[src/rtl/fir_mac_filter_if.sv]
// Sample/result handshake and coefficient-load bus for the heart-rate FIR filter.
// The master modport drives samples and coefficients; the filter uses the slave modport.
interface fir_mac_filter_if #(
    parameter int unsigned DATA_W = 10,
    parameter int unsigned TAPS   = 31,
    parameter int unsigned COEF_W = 16
);
    localparam int unsigned ADDR_W = $clog2(TAPS);

    logic              in_valid;
    logic              in_ready;
    logic [DATA_W-1:0] in_sample;
    logic              coef_we;
    logic [ADDR_W-1:0] coef_addr;
    logic [COEF_W-1:0] coef_data;
    logic              out_valid;
    logic [DATA_W-1:0] out_sample;
    logic              busy;
    logic              sat;

    modport master (
        output in_valid, in_sample, coef_we, coef_addr, coef_data,
        input  in_ready, out_valid, out_sample, busy, sat
    );

    modport slave (
        input  in_valid, in_sample, coef_we, coef_addr, coef_data,
        output in_ready, out_valid, out_sample, busy, sat
    );
endinterface

[src/rtl/fir_mac_filter.sv]
// Time-multiplexed FIR: one signed MAC per clock over a TAPS-deep delay line, then a
// round-half-up / saturate step producing one unsigned result per accepted sample.
module fir_mac_filter #(
    parameter int unsigned DATA_W    = 10,
    parameter int unsigned TAPS      = 31,
    parameter int unsigned COEF_W    = 16,
    parameter int unsigned COEF_FRAC = 14
) (
    input  logic             clk,
    input  logic             reset,
    fir_mac_filter_if.slave  bus
);
    localparam int unsigned ACC_W  = DATA_W + COEF_W + $clog2(TAPS) + 1;
    localparam int unsigned TAP_W  = $clog2(TAPS);
    localparam int unsigned PROD_W = COEF_W + DATA_W + 1;

    localparam logic [COEF_W-1:0] COEF_ONE  = COEF_W'(1) << COEF_FRAC;
    localparam logic [ACC_W-1:0]  HALF_LSB  = ACC_W'(1) << (COEF_FRAC - 1);
    localparam logic [DATA_W-1:0] OUT_MAX   = '1;

    typedef enum logic [1:0] {StIdle, StMac, StRound} state_e;

    state_e                   state_q, state_d;
    logic [DATA_W-1:0]        x_q    [TAPS];
    logic [DATA_W-1:0]        x_d    [TAPS];
    logic signed [COEF_W-1:0] coef_q [TAPS];
    logic signed [COEF_W-1:0] coef_d [TAPS];
    logic signed [ACC_W-1:0]  acc_q, acc_d;
    logic [TAP_W-1:0]         tap_q, tap_d;
    logic [DATA_W-1:0]        out_sample_q, out_sample_d;
    logic                     out_valid_q, out_valid_d;
    logic                     sat_q, sat_d;

    logic signed [PROD_W-1:0] prod;
    logic signed [ACC_W-1:0]  rnd;
    logic signed [ACC_W-1:0]  res;

    // Samples are zero-extended so they always multiply as non-negative values.
    assign prod = PROD_W'(coef_q[tap_q]) * PROD_W'($signed({1'b0, x_q[tap_q]}));
    assign rnd  = acc_q + $signed(HALF_LSB);
    assign res  = rnd >>> COEF_FRAC;

    always_comb begin
        state_d      = state_q;
        x_d          = x_q;
        coef_d       = coef_q;
        acc_d        = acc_q;
        tap_d        = tap_q;
        out_sample_d = out_sample_q;
        out_valid_d  = 1'b0;
        sat_d        = sat_q;

        unique case (state_q)
            StIdle: begin
                // Coefficient write lands at this edge, so a same-cycle sample sees it.
                if (bus.coef_we && (32'(bus.coef_addr) < TAPS)) begin
                    coef_d[bus.coef_addr] = bus.coef_data;
                end
                if (bus.in_valid) begin
                    for (int k = TAPS - 1; k >= 1; k--) begin
                        x_d[k] = x_q[k-1];
                    end
                    x_d[0]  = bus.in_sample;
                    acc_d   = '0;
                    tap_d   = '0;
                    state_d = StMac;
                end
            end
            StMac: begin
                acc_d = acc_q + ACC_W'(prod);
                if (tap_q == TAP_W'(TAPS - 1)) begin
                    state_d = StRound;
                end else begin
                    tap_d = tap_q + 1'b1;
                end
            end
            StRound: begin
                out_valid_d = 1'b1;
                if (res[ACC_W-1]) begin
                    out_sample_d = '0;
                    sat_d        = 1'b1;
                end else if (|res[ACC_W-2:DATA_W]) begin
                    out_sample_d = OUT_MAX;
                    sat_d        = 1'b1;
                end else begin
                    out_sample_d = res[DATA_W-1:0];
                end
                state_d = StIdle;
            end
            default: state_d = StIdle;
        endcase
    end

    always_ff @(posedge clk or posedge reset) begin
        if (reset) begin
            state_q      <= StIdle;
            acc_q        <= '0;
            tap_q        <= '0;
            out_sample_q <= '0;
            out_valid_q  <= 1'b0;
            sat_q        <= 1'b0;
            for (int k = 0; k < TAPS; k++) begin
                x_q[k]    <= '0;
                coef_q[k] <= (k == 0) ? COEF_ONE : '0;
            end
        end else begin
            state_q      <= state_d;
            acc_q        <= acc_d;
            tap_q        <= tap_d;
            out_sample_q <= out_sample_d;
            out_valid_q  <= out_valid_d;
            sat_q        <= sat_d;
            x_q          <= x_d;
            coef_q       <= coef_d;
        end
    end

    assign bus.in_ready   = (state_q == StIdle);
    assign bus.busy       = (state_q != StIdle);
    assign bus.out_valid  = out_valid_q;
    assign bus.out_sample = out_sample_q;
    assign bus.sat        = sat_q;
endmodule
[src/flat_wrapper.sv]
// flat-port wrapper written by rule: the top's interface ports become plain ports
module fir_mac_filter_flat 
#(
    parameter int unsigned DATA_W    = 10,
    parameter int unsigned TAPS      = 31,
    parameter int unsigned COEF_W    = 16,
    parameter int unsigned COEF_FRAC = 14
)
  (clk, reset, bus_in_valid, bus_in_sample, bus_coef_we, bus_coef_addr, bus_coef_data, bus_in_ready, bus_out_valid, bus_out_sample, bus_busy, bus_sat);
  fir_mac_filter_if #(.DATA_W(DATA_W), .TAPS(TAPS), .COEF_W(COEF_W)) bus_i ();
  input  logic clk;
  input  logic reset;
  input wire logic [$bits(bus_i.in_valid)-1:0] bus_in_valid;
  input wire logic [$bits(bus_i.in_sample)-1:0] bus_in_sample;
  input wire logic [$bits(bus_i.coef_we)-1:0] bus_coef_we;
  input wire logic [$bits(bus_i.coef_addr)-1:0] bus_coef_addr;
  input wire logic [$bits(bus_i.coef_data)-1:0] bus_coef_data;
  output wire logic [$bits(bus_i.in_ready)-1:0] bus_in_ready;
  output wire logic [$bits(bus_i.out_valid)-1:0] bus_out_valid;
  output wire logic [$bits(bus_i.out_sample)-1:0] bus_out_sample;
  output wire logic [$bits(bus_i.busy)-1:0] bus_busy;
  output wire logic [$bits(bus_i.sat)-1:0] bus_sat;
  assign bus_i.in_valid = bus_in_valid;
  assign bus_i.in_sample = bus_in_sample;
  assign bus_i.coef_we = bus_coef_we;
  assign bus_i.coef_addr = bus_coef_addr;
  assign bus_i.coef_data = bus_coef_data;
  assign bus_in_ready = bus_i.in_ready;
  assign bus_out_valid = bus_i.out_valid;
  assign bus_out_sample = bus_i.out_sample;
  assign bus_busy = bus_i.busy;
  assign bus_sat = bus_i.sat;
  fir_mac_filter #(.DATA_W(DATA_W), .TAPS(TAPS), .COEF_W(COEF_W), .COEF_FRAC(COEF_FRAC)) u_core (.clk(clk), .reset(reset), .bus(bus_i));
endmodule
[config.mk]
export PLATFORM = sky130hd
export DESIGN_NAME = fir_mac_filter_flat
export DESIGN_NICKNAME = d
export VERILOG_FILES = /design/src/rtl/fir_mac_filter_if.sv /design/src/rtl/fir_mac_filter.sv /design/src/flat_wrapper.sv
export SDC_FILE = /design/constraint.sdc
export NUM_CORES = 2
export LEC_CHECK = 0
export ABC_AREA = 1
export BUFFER_PORTS_ARGS = -buffer_cell sky130_fd_sc_hd__buf_4
export CORE_ASPECT_RATIO = 0.5
export CORE_MARGIN = 3
export CORE_UTILIZATION = 60
export CTS_BUF_LIST = sky130_fd_sc_hd__clkbuf_8
export DETAILED_ROUTE_END_ITERATION = 12
export PLACE_DENSITY = 0.75
export SYNTH_ARGS = -nofsm -noshare
export SYNTH_HDL_FRONTEND = slang
export SYNTH_SLANG_ARGS = --single-unit
[constraint.sdc]
create_clock -name clk -period 32.7 [get_ports clk]
set_input_delay 4.905 -clock clk [delete_from_list [all_inputs] [get_ports clk]]
set_output_delay 4.905 -clock clk [all_outputs]
set_load 0.01 [all_outputs]
Word-level counts from Yosys, hierarchy flattened
Index checks and enable logic that the tools add are counted.
Widths: inputs -> output; s select.
{"block": "totals", "memories": 0, "register_bits": 857, "ramBits": 0, "output_inout_bits": 14, "input_bits": 35, "word_cells": 119, "romBits": 0, "latchBits": 0}
{"block": "op_classes", "n_lt_le_gt_ge": 4, "add_sub_neg": 3, "n_bitwise": 2, "n_reduce_logical": 13, "muxes": 22, "shifts": 0, "n_mul": 1, "div": 0, "n_eq_ne": 6}
{"operator": "$bwmux 496", "n": 1}
{"operator": "$bmux 16 s5", "n": 1}
{"operator": "$demux 16 s5", "n": 1}
{"operator": "$pmux 32 s2", "n": 1}
{"operator": "$bmux 10 s5", "n": 1}
{"operator": "$mux 16", "n": 3}
{"operator": "$mux 10", "n": 4}
{"operator": "$add 32x15->32 const B", "n": 1}
{"operator": "$add 32x27->32", "n": 1}
{"operator": "$mux 32", "n": 1}
{"operator": "$mul 16x11->27", "n": 1}
{"operator": "$ge 6x6->1 const B", "n": 2}
{"operator": "$not 5->6", "n": 2}
{"operator": "$mux 5", "n": 2}
{"operator": "$pmux 5 s2", "n": 1}
{"operator": "$reduce_and 2->1", "n": 5}
{"operator": "$reduce_or 8->1", "n": 1}
{"operator": "$lt 6x1->1 const B", "n": 1}
{"operator": "$reduce_bool 2->1", "n": 3}
{"operator": "$add 5x1->5 const B", "n": 1}
{"operator": "$eq 5x5->1 const B", "n": 1}
{"operator": "$lt 5x5->1 const B", "n": 1}
{"operator": "$mux 2", "n": 2}
{"operator": "$ne 2x2->1 const B", "n": 2}
{"operator": "other kinds (8)", "n": 11}

Logic depth before layout (Yosys ltp)
{"block": "logic_depth", "depth_word": 7, "ltp_mapped": 36, "depth_no_buf": 33}

Worst setup path after synthesis
No wires, ideal clock.
{"block": "synth_path", "kind": "input -> register", "from": "in bus_coef_addr[2]", "to": "reg u_core.coef_q[427] (netlist bit)", "cell_stages": 10, "setup_ps": 133, "path_slack_ps": 26294, "t_required_ps": 32567, "arrival_ps": 6273, "path_buffers": 2, "cell_sequence": "buf_2 inv_1 nor3_1 nor2_1 inv_2 nor3_4 nand4_1 clkbuf_1 nand2_1 o21ai_0"}
{"block": "synth_between", "elab_chain_len": 6, "word_cells_on_any_way": 10, "classes_between": "3 x order compare; 3 x mux; 1 x bitwise; 3 x reduce/logical"}
{"element": "from (decl)", "line_no": "flat_wrapper.sv:16", "text": "input wire logic [$bits(bus_i.coef_addr)-1:0] bus_coef_addr;"}
{"element": "$not 5->6 (not written as such)", "line_no": "fir_mac_filter.sv:57", "text": "coef_d[bus.coef_addr] = bus.coef_data;"}
{"element": "$ge 6x6->1 (not written as such) / $lt 6x1->1 (equally long branches)", "line_no": "fir_mac_filter.sv:57"}
{"element": "$logic_and 1x1->1 (not written as such)", "line_no": "fir_mac_filter.sv:57"}
{"element": "$mux 16 (not written as such)", "line_no": "fir_mac_filter.sv:57"}
{"element": "$demux 16 s5", "line_no": "fir_mac_filter.sv:57"}
{"element": "$bwmux 496", "line_no": "fir_mac_filter.sv:57"}
{"element": "to (signal, indexed assignment)", "line_no": "fir_mac_filter.sv:104", "text": "coef_q[k] <= (k == 0) ? COEF_ONE : '0;"}
{"element": "to (signal assigned)", "line_no": "fir_mac_filter.sv:114", "text": "coef_q <= coef_d;"}
{"element": "to (decl)", "line_no": "fir_mac_filter.sv:26", "text": "logic signed [COEF_W-1:0] coef_q [TAPS];"}
Several ways; a longest one is shown, not always the timed one.
A chain may end at the register's enable or synchronous reset.

Worst setup path after layout
{"block": "layout_path", "from": "reg u_core.tap_q[0]", "to": "reg u_core.acc_q[18]"}
{"block": "layout_between", "elab_chain_len": 7, "word_cells_on_any_way": 10, "classes_between": "1 x add/sub; 1 x mul; 7 x mux; 1 x bitwise"}
{"element": "from (decl)", "line_no": "fir_mac_filter.sv:29", "text": "logic [TAP_W-1:0] tap_q, tap_d;"}
{"element": "from (signal assigned)", "line_no": "fir_mac_filter.sv:109", "text": "tap_q <= tap_d;"}
{"element": "$not 5->6 (not written as such) *", "line_no": "fir_mac_filter.sv:39", "text": "assign prod = PROD_W'(coef_q[tap_q]) * PROD_W'($signed({1'b0, x_q[tap_q]}));"}
{"element": "$bmux 16 s5 / $bmux 10 s5 (equally long branches)", "line_no": "fir_mac_filter.sv:39"}
{"element": "$mux 16 (not written as such) / $mux 10 (equally long branches) (2 in series)", "line_no": "fir_mac_filter.sv:39"}
{"element": "$mul 16x11->27 *", "line_no": "fir_mac_filter.sv:39"}
{"element": "$add 32x27->32 *", "line_no": "fir_mac_filter.sv:70", "text": "acc_d = acc_q + ACC_W'(prod);"}
{"element": "$pmux 32 s2 *", "line_no": "fir_mac_filter.sv:53", "text": "unique case (state_q)"}
{"element": "to (signal assigned)", "line_no": "fir_mac_filter.sv:97", "text": "acc_q <= '0;"}
{"element": "to (signal assigned)", "line_no": "fir_mac_filter.sv:108", "text": "acc_q <= acc_d;"}
{"element": "to (decl)", "line_no": "fir_mac_filter.sv:28", "text": "logic signed [ACC_W-1:0] acc_q, acc_d;"}
Mark *: on every way between the ends. The rest lies on a longest branch, timed or not. The select of a mux whose other input is x is not followed.

==> reports/summary.txt <==
first-pass GRT wire length: 213 mm
worst skew pair latency: 0.84 ns
post-synth top area share: 0.458
synthesized area: 46700 um2
worst path bufs/invs: 7
Ys Warns: 0
CP Data Arrival Time: 9.70 ns
DRT antenna net count: 0
fraction of layout cells with a size suffix above 1: 0.0534
slowest stage cell, crit path: nor2_2
Slew Viols, Final: 0
total wire length: 132 mm
drt pass-1 iters: 7
Layout Utilization: 0.655
slowest stage delay, CP: 0.93 ns
Place WS: 23.82 ns
IO Port Bufs: 48
DR WL/cell: 19.4 um
CTS H-tree depth: 3
family with the most delay on the worst path: adder cells
GRT Residual Overflow: 0
die footprint: 81500 um2
vias per cell: 5.84
CP endpoint kind: flop
vias in the first global route: 38500
Synth Net Count: 6147
actual slew at the worst max-slew pin: 1.28 ns
adder-cell share of the synthesized area: 0.102
synthesized flop and latch total: 857
Startpoint Class: flop
clock skew: 0.0487 ns
clock-pin slew on the worst setup and hold paths: 0.07 ns
post-synthesis simple-gate area fraction: 0.212
top cells by area, synth: dfrtp_1 46%, nand2_1 14%, o21ai_0 11%
Final setup viols: 0
via count: 39700
largest net degree at the start of global routing: 164
synthesis-to-layout area growth: 6.64%
RSZ-0062 raised after global routing: no
Fmax: 111 MHz
Final TNS setup: 0 ns
post-synthesis xor/xnor area fraction: 0.00356
post-synth cell types: 41
# diodes: 0
CTS Hold Buffers Added: 0
area leader, netlist: dfrtp_1
top_reg_cell synth: dfrtp_1
GR Util All Layers: 0.329
status: finished clean
Max Cap Violations: 0
cell mode on critical path: nand2_1
root buf cell: clkbuf_8
maximum fanout along the worst path: 65
RD Place Congestion: 0.964
Slew headroom: 0.144
EDFF count, synth: 0
Final Hold Vio Count: 0
CTS resizes: 0
setup ws final: 23.66 ns
CTS buffer count: 117
CTS tree: done
core area: 76100 um2
Boundary Pins: 49
asr flop ratio synth: 1.00
main combinational cell family by area after synthesis: simple AND/OR/NAND/NOR gates
initial antenna violation count: 2
fin crit share: 0.276
post-synthesis instance total: 5848
Setup CP Type: reg2reg
Die Span Y: 203 um
post-synthesis sequential area ratio: 0.459
drt drc: 0
Synth Area in Compound Gates: 0.141
worst-case clock buffer depth: 3
HPWL Detailed: 81.9 mm
Final Critical Period: 9.04 ns
clock sink count: 857
Worst Hold Class: reg2reg
Post-CTS Setup Bufs: 0
row cnt: 71
nets: 5985
CP required: 33.36 ns
initial core utilization: 0.614
die width: 401 um
Starting DRT DRC Count: 4452
mux contribution to synthesized area: 0
mean post-synth cell area: 7.99 um2
[flip-flops by register name, summed over array words and instances, names as in the netlist]
signal and flops:
u_core.x_q 310, u_core.acc_q 32, u_core.state_q 2, u_core.bus.out_sample 10
u_core.tap_q 5, u_core.coef_q 496, u_core.bus.sat 1, u_core.bus.out_valid 1
[cells in the mapped netlist (4+ instances only)]
cell type  number
xnor2_1         8
ha_1           72
buf_2         100
or2_2           4
fa_1          192
o211ai_1       69
o2111ai_1       4
buf_1          24
a21oi_1        96
o221ai_1       20
buf_4           5
a21oi_2         4
clkbuf_1      246
nand3_1       185
o21ai_1        15
nand3b_1        4
a22oi_1        22
nor3_1         19
inv_1         609
nor2_1        379
xor2_1         11
o21ai_0       991
nand4_1       117
nand2_1      1760
o22ai_1         8
dfrtp_1       856
o21bai_1        4
inv_2           5
[per-stage QoR]
step | cell area (um2) | instances | hold slack (ns)
after global placement | 47300 | 6589 | 0.459
final | 49800 | 6806 | 0.474
after floorplan | 46700 | 5848 | 0.446
after global routing | 49800 | 6806 | 0.494
after detailed placement | 47300 | 6589 | 0.467
after CTS | 49800 | 6806 | 0.472
[kinds of logic (layout without fill, tap and decap cells)]
kind of cell / after synthesis / after routing
flops: 857 / 857
xor+xnor: 19 / 19
buf+inv: 991 / 927
fa+ha+maj: 264 / 264
compound gates: 1240 / 1240
simple gates: 2477 / 2477
[worst paths after layout]
kind                                                  start                        endpoint  slack [ns]  depth (start not counted)
worst max-delay path            u_core.tap_q[0]$_DFFE_PP0P_    u_core.acc_q[18]$_DFFE_PP0P_       23.66                         25
worst min-delay path             u_core.x_q[15]$_DFFE_PP0P_       u_core.x_q[5]$_DFFE_PP0P_        0.47                          2
worst max register to register  u_core.tap_q[0]$_DFFE_PP0P_    u_core.acc_q[18]$_DFFE_PP0P_       23.66                         25
worst min register to register   u_core.x_q[15]$_DFFE_PP0P_       u_core.x_q[5]$_DFFE_PP0P_        0.47                          2
max in group asynchronous                             reset  u_core.coef_q[137]$_DFFE_PP0P_       25.93                          4
min in group asynchronous                             reset     u_core.x_q[174]$_DFFE_PP0P_        4.20                          2
[per-layer routing]
| metal | wire length [um] | vias to the layer above | global-route usage |
|---|---|---|---|
| met5 | 27 | - | 0 |
| met4 | 3510 | 4 | 0.102 |
| met3 | 12700 | 261 | 0.0763 |
| met2 | 57600 | 1695 | 0.499 |
| met1 | 58100 | 19500 | 0.474 |
| li1 | - | 18300 | - |
[worst min-delay path, delay by kind of cell (launching register included)]
kind          cells  cell delay [ns]
simple gates      2             0.11
flops             1             0.36
[layout by cell type (no fill, tap or decap), drive strengths merged, types with 3 or more instances in the layout]
| cell | instances |
|---|---|
| a21oi | 101 |
| a22oi | 22 |
| buf | 94 |
| bufinv | 3 |
| clkbuf | 162 |
| clkinv | 12 |
| dfrtp | 856 |
| fa | 192 |
| ha | 72 |
| inv | 656 |
| nand2 | 1762 |
| nand3 | 185 |
| nand3b | 4 |
| nand4 | 117 |
| nor2 | 383 |
| nor3 | 21 |
| o2111ai | 4 |
| o211ai | 69 |
| o21ai | 1008 |
| o21bai | 4 |
| o221ai | 20 |
| o22ai | 8 |
| or2 | 4 |
| xnor2 | 8 |
| xor2 | 11 |
[layout make-up]
| type | instances | area, um2 |
|---|---|---|
| fillers | 6414 | 26300 |
| flip-flops and latches | 857 | 21500 |
| multi-input cells | 4000 | 21400 |
| inverters | 616 | 2340 |
| clock buffers | 162 | 2230 |
| well taps | 1022 | 1280 |
| repair buffers | 94 | 743 |
| clock inverters | 55 | 353 |
Power is left out: the tool's default activity adds up to more than one toggle a clock period on the data nets, which glitch-free logic cannot reach.
